**src/rtl/arbitro_mux4.sv**
```systemverilog
`default_nettype none
// ============================================================================
//  Module   : arbitro_mux4 (with embedded helper mux4)
//  Purpose  : Round-robin arbiter sharing one 4:1 mux datapath between four
//             requesters. A winner keeps the bus for at most MAX_RAFAGA
//             consecutive cycles, then the grant rotates to the next active
//             requester with no idle gap.
//  Ports    : clk      - clock, rising edge
//             rst      - synchronous reset, active-high
//             req[3:0] - per-requester bus request
//             e0..e3   - requester data, WIDTH bits each
//             gnt[3:0] - one-hot grant (registered), 0000 when idle
//             en       - mux enable (registered), 1 while a grant is active
//             sel[1:0] - mux select (registered), index of the grantee
//             s        - shared bus: e[sel] when en=1, else 0 (combinational)
//  Revision : 1.0  initial release
// ============================================================================

// ----------------------------------------------------------------------------
//  mux4 : gated 4:1 multiplexer. Output is forced to zero while disabled.
// ----------------------------------------------------------------------------
module mux4 #(
    parameter int WIDTH = 8
) (
    input  logic             en,
    input  logic [1:0]       sel,
    input  logic [WIDTH-1:0] e0,
    input  logic [WIDTH-1:0] e1,
    input  logic [WIDTH-1:0] e2,
    input  logic [WIDTH-1:0] e3,
    output logic [WIDTH-1:0] s
);
    always_comb begin
        s = '0;
        if (en) begin
            case (sel)
                2'd0:    s = e0;
                2'd1:    s = e1;
                2'd2:    s = e2;
                default: s = e3;
            endcase
        end
    end
endmodule

// ----------------------------------------------------------------------------
//  arbitro_mux4 : round-robin arbiter driving one mux4 instance.
// ----------------------------------------------------------------------------
module arbitro_mux4 #(
    parameter int WIDTH      = 8,
    parameter int MAX_RAFAGA = 4
) (
    input  logic             clk,
    input  logic             rst,
    input  logic [3:0]       req,
    input  logic [WIDTH-1:0] e0,
    input  logic [WIDTH-1:0] e1,
    input  logic [WIDTH-1:0] e2,
    input  logic [WIDTH-1:0] e3,
    output logic [3:0]       gnt,
    output logic             en,
    output logic [1:0]       sel,
    output logic [WIDTH-1:0] s
);
    localparam int             CW    = $clog2(MAX_RAFAGA + 1);
    localparam logic [CW-1:0]  c_max = CW'(MAX_RAFAGA);

    typedef enum logic [0:0] {
        LIBRE     = 1'b0,
        CONCEDIDO = 1'b1
    } state_t;

    state_t        r_state,    w_state_nxt;
    logic [1:0]    r_ptr,      w_ptr_nxt;
    logic [1:0]    r_sel,      w_sel_nxt;
    logic          r_en,       w_en_nxt;
    logic [3:0]    r_gnt,      w_gnt_nxt;
    logic [CW-1:0] r_cnt,      w_cnt_nxt;

    logic [1:0]    w_pick_free;
    logic          w_found_free;
    logic [1:0]    w_pick_rot;
    logic          w_found_rot;
    logic          w_release;

    // Idle search: ptr+1, ptr+2, ptr+3, ptr (last served is lowest priority).
    // Scanning from the farthest offset down lets the nearest hit win.
    always_comb begin
        logic [1:0] idx;
        idx          = '0;
        w_pick_free  = '0;
        w_found_free = 1'b0;
        for (int k = 3; k >= 0; k--) begin
            idx = r_ptr + 2'(k + 1);
            if (req[idx]) begin
                w_pick_free  = idx;
                w_found_free = 1'b1;
            end
        end
    end

    // Release search: sel+1..sel+3 only. The current holder is deliberately
    // excluded so it is never handed the bus back on the same edge; a lone
    // requester therefore drops to LIBRE for one cycle and is re-picked there.
    always_comb begin
        logic [1:0] idx;
        idx         = '0;
        w_pick_rot  = '0;
        w_found_rot = 1'b0;
        for (int k = 2; k >= 0; k--) begin
            idx = r_sel + 2'(k + 1);
            if (req[idx]) begin
                w_pick_rot  = idx;
                w_found_rot = 1'b1;
            end
        end
    end

    assign w_release = !req[r_sel] || (r_cnt == c_max);

    always_comb begin
        w_state_nxt = r_state;
        w_ptr_nxt   = r_ptr;
        w_sel_nxt   = r_sel;
        w_en_nxt    = r_en;
        w_gnt_nxt   = r_gnt;
        w_cnt_nxt   = r_cnt;
        case (r_state)
            LIBRE: begin
                if (w_found_free) begin
                    w_state_nxt = CONCEDIDO;
                    w_sel_nxt   = w_pick_free;
                    w_en_nxt    = 1'b1;
                    w_gnt_nxt   = 4'b0001 << w_pick_free;
                    w_cnt_nxt   = CW'(1);
                end
            end
            CONCEDIDO: begin
                if (!w_release) begin
                    w_cnt_nxt = r_cnt + CW'(1);
                end else begin
                    w_ptr_nxt = r_sel;
                    if (w_found_rot) begin
                        w_sel_nxt = w_pick_rot;
                        w_gnt_nxt = 4'b0001 << w_pick_rot;
                        w_cnt_nxt = CW'(1);
                    end else begin
                        // sel keeps its last value while idle
                        w_state_nxt = LIBRE;
                        w_en_nxt    = 1'b0;
                        w_gnt_nxt   = 4'b0000;
                        w_cnt_nxt   = '0;
                    end
                end
            end
            default: begin
                w_state_nxt = LIBRE;
                w_en_nxt    = 1'b0;
                w_gnt_nxt   = 4'b0000;
                w_cnt_nxt   = '0;
            end
        endcase
    end

    always_ff @(posedge clk) begin
        if (rst) begin
            r_state <= LIBRE;
            r_ptr   <= 2'd3;
            r_sel   <= 2'd0;
            r_en    <= 1'b0;
            r_gnt   <= 4'b0000;
            r_cnt   <= '0;
        end else begin
            r_state <= w_state_nxt;
            r_ptr   <= w_ptr_nxt;
            r_sel   <= w_sel_nxt;
            r_en    <= w_en_nxt;
            r_gnt   <= w_gnt_nxt;
            r_cnt   <= w_cnt_nxt;
        end
    end

    assign gnt = r_gnt;
    assign en  = r_en;
    assign sel = r_sel;

    mux4 #(.WIDTH(WIDTH)) u_mux4 (
        .en  (r_en),
        .sel (r_sel),
        .e0  (e0),
        .e1  (e1),
        .e2  (e2),
        .e3  (e3),
        .s   (s)
    );
endmodule
`default_nettype wire

```
**config.mk**
```make
export PLATFORM = sky130hd
export DESIGN_NAME = arbitro_mux4
export DESIGN_NICKNAME = d
export VERILOG_FILES = /design/src/rtl/arbitro_mux4.sv
export SDC_FILE = /design/constraint.sdc
export NUM_CORES = 1
export LEC_CHECK = 0
export ABC_AREA = 1
export CORE_AREA = 2 2 58 60
export CTS_CLUSTER_DIAMETER = 30
export CTS_CLUSTER_SIZE = 24
export DETAILED_ROUTE_END_ITERATION = 8
export DIE_AREA = 0 0 60 62
export PLACE_DENSITY = 0.94
export SLEW_MARGIN = 20
export SYNTH_ARGS = -nofsm -noshare
export SYNTH_HDL_FRONTEND = slang
export SYNTH_HIERARCHICAL = 1
export SYNTH_SLANG_ARGS = --single-unit
```
**constraint.sdc**
```tcl
create_clock -name clk -period 2.3 [get_ports clk]
set_input_delay 0.575 -clock clk [delete_from_list [all_inputs] [get_ports clk]]
set_output_delay 0.575 -clock clk [all_outputs]
set_load 0.005 [all_outputs]
```
==> metrics.csv <==
metric;value;unit
status;completed;
GRT Overall Usage;20.2;%
dpl ws;-0.0790;ns
Mapped Nets;301;
max_cap viols;0;
CTS Buf Count;3;
footprint of the multi-input gates;967;um^2
Hold Slack;0.498;ns
Slew headroom;77.0;%
design area;0.00202;mm^2
Worst Hold End;r_cnt[1];
final setup vio count;0;
H-tree depth;1;
largest net degree at the start of global routing;12;
Skew-Pair Late Insertion Delay;0.27;ns
post-DR wirelength/cell;10.4;um
critical path class;in -> out;
VDD IR max;0.603;mV
Final ANT Viol Nets;0;
Cells after Synth;261;
core area;0.00318;mm^2
Setup WS post-layout;0.145;ns
area leader, netlist;nand2_1;
count leader, synth;nand2_1;
Final Max Slew Viols;0;
routed vias;1733;
worst hold-check path type;reg -> reg;
Final Wtd Congestion;0.907;
YS warnings;6;
DRC viols;0;
initial antenna violation count;0;
Hold Vio Cnt, Final;0;
Final Util;63.4;%
root buf cell;clkbuf_4;
DR vias/cell;4.77;
first-pass GRT wire length;5890;um
hold_buf cts;0;
Hold Path Depth;2;
share of cells above drive strength 1;11.4;%
# clock sinks;13;
Final period util;93.7;%
Total Wirelength;3770;um
Mapped Area;0.00142;mm^2
top cell type's share of synthesized area;25.4;%
r2r worst-path depth;14;
chip height;62;um
Leak;0.00110;uW
Syn-to-layout area delta;41.9;%
r2r setup slk;0.42;ns
Post-synth top cells;96 x nand2_1, 31 x nor2_1, 30 x nand3_1, 29 x inv_1, 13 x dfxtp_1;
CP startpoint kind;primary input;
share of flip-flops with an asynchronous set or reset;0;%
port bufs;52;
Reg clk slew, reported paths;0.08;ns
Non-Filler Instances;363;
Yosys cell types;27;
die area;0.00372;mm^2
r2r startpoint;sel[0];
FF+latch area;260;um^2
Initial DRC Count;62;
unrepaired setup endpoints after global routing;false;
post-synthesis sequential area ratio;18.3;%
Tmin final;2.15;ns
GRT overflow;0;
final net count;358;
CP max FO;1;
Worst R2R End;sel[1];
I/O Pins;53;
critical path required time;1.73;ns
router iterations before antenna repair;4;
Post-CTS Setup Repair Bufs;0;
# resized after CTS;9;
Least-Margin Pin Slew;0.344;ns
worst clock skew;0.00464;ns
Post-Place Cells;359;
diode count;0;
Worst Setup End Kind;primary output;
top cells by area, synth;nand2_1 25%, dfxtp_1 18%, nand3_1 11%;
vias in the first global route;1479;
flops & latches, synth;13;
P per Cell Area;1030;mW/mm^2
HP Start;r_cnt[1];
ys flop type;dfxtp_1;
initial cell density of the core;44.7;%
width of the die;60;um
CTS tree;yes;
fill count;312;
DP Area;0.00200;mm^2
Post-synth EDFFs;0;
Max Freq;0.464;GHz
Avg Inst Size Synth;5.44;um^2
crit path DAT;1.58;ns
CTS max path bufs;2;
Core Rows;21;
dpl hpwl;3070;um
==> critical path, stage by stage <==
cell and delay (ns):
clkdlybuf4s50_1 0.41, o21ai_0 0.17, nand3_1 0.09, nand2_1 0.06, inv_1 0.03, dlygate4sd2_1 0.25
==> layer usage <==
metal / GRT usage (%) / vias up / part of all wire [%]
li1: - / 930 / -
met1: 22.7 / 751 / 43
met2: 38.8 / 52 / 49
met3: 3.31 / 0 / 8.1
met4: 6.03 / 0 / 0
met5: 0 / - / 0
==> power by group <==
group | internal (uW) | total [uW] | leakage [uW] | switching (uW)
registers | 303 | 369 | 0.000108 | 66.3
logic | 645 | 1560 | 0.000982 | 912
clock network | 67.2 | 142 | 0.0000150 | 75.2
total | 1020 | 2070 | 0.00110 | 1050
==> cell type report <==
class	count	area share (%)
sequential	13	12.9
timing repair buffer	59	27.9
multi-input combinational	205	48.0
clock buffer	4	1.30
inverter	36	7.01
tap	46	2.86
==> cells by family after synthesis <==
kind of cell,after synthesis,synth area share (%)
AND/OR/NAND/NOR,176,55.0
buffers and inverters,43,13.7
AO/OA/AOI/OAI,26,10.6
flip-flops,13,18.3
adder cells (fa/ha/maj),2,1.76
XOR/XNOR,1,0.617
==> worst max path at each step <==
| stage | startpoint | endpoint | slack (ns) | depth (start not counted) |
|---|---|---|---|---|
| final | e1[1] | s[1] | 0.15 | 6 |
| after global routing | sel[1] | s[3] | 0.09 | 7 |
| after CTS | e1[1] | s[1] | 0.15 | 6 |
| after detailed placement | e2[5] | s[5] | -0.08 | 6 |
| after global placement | e2[5] | s[5] | -0.07 | 6 |
| after floorplan | sel[1] | s[0] | 0.72 | 6 |
==> stage by stage <==
step | power [uW] | TNS, ns
after global routing | 2320 | 0
after CTS | 2080 | 0
after floorplan | 1470 | 0
after global placement | 1920 | -0.317
after detailed placement | 1960 | -0.401
final | 2070 | 0
==> registers in the layout, summed over array words and instances (netlist names) <==
register	count
r_cnt	3
r_ptr	2
sel	2
en	1
r_state	1
gnt	4
==> placed cells by master (no fill, tap or decap) <==
cell / Yosys / final
buf_4: 0 / 7
inv_6: 1 / 1
nor2_1: 31 / 31
o21ai_0: 4 / 4
nor2_4: 1 / 1
clkbuf_1: 0 / 1
nand3_1: 30 / 30
xor2_1: 1 / 1
and2_4: 1 / 1
clkbuf_4: 0 / 3
nand4_1: 3 / 3
inv_1: 29 / 29
dfxtp_1: 13 / 13
clkinv_1: 1 / 1
o211ai_1: 2 / 2
ha_1: 2 / 2
dlygate4sd2_1: 0 / 8
nand3_2: 1 / 1
clkdlybuf4s50_1: 0 / 44
a311oi_1: 1 / 1
nand2_1: 96 / 95
nor3_2: 1 / 1
o21ai_2: 3 / 3
nand2_4: 4 / 4
clkinv_2: 1 / 1
nand2_2: 6 / 7
a21oi_1: 6 / 6
inv_2: 4 / 4
nor2_2: 2 / 2
o21ai_1: 10 / 10
Power figures use the tool's default switching activity.
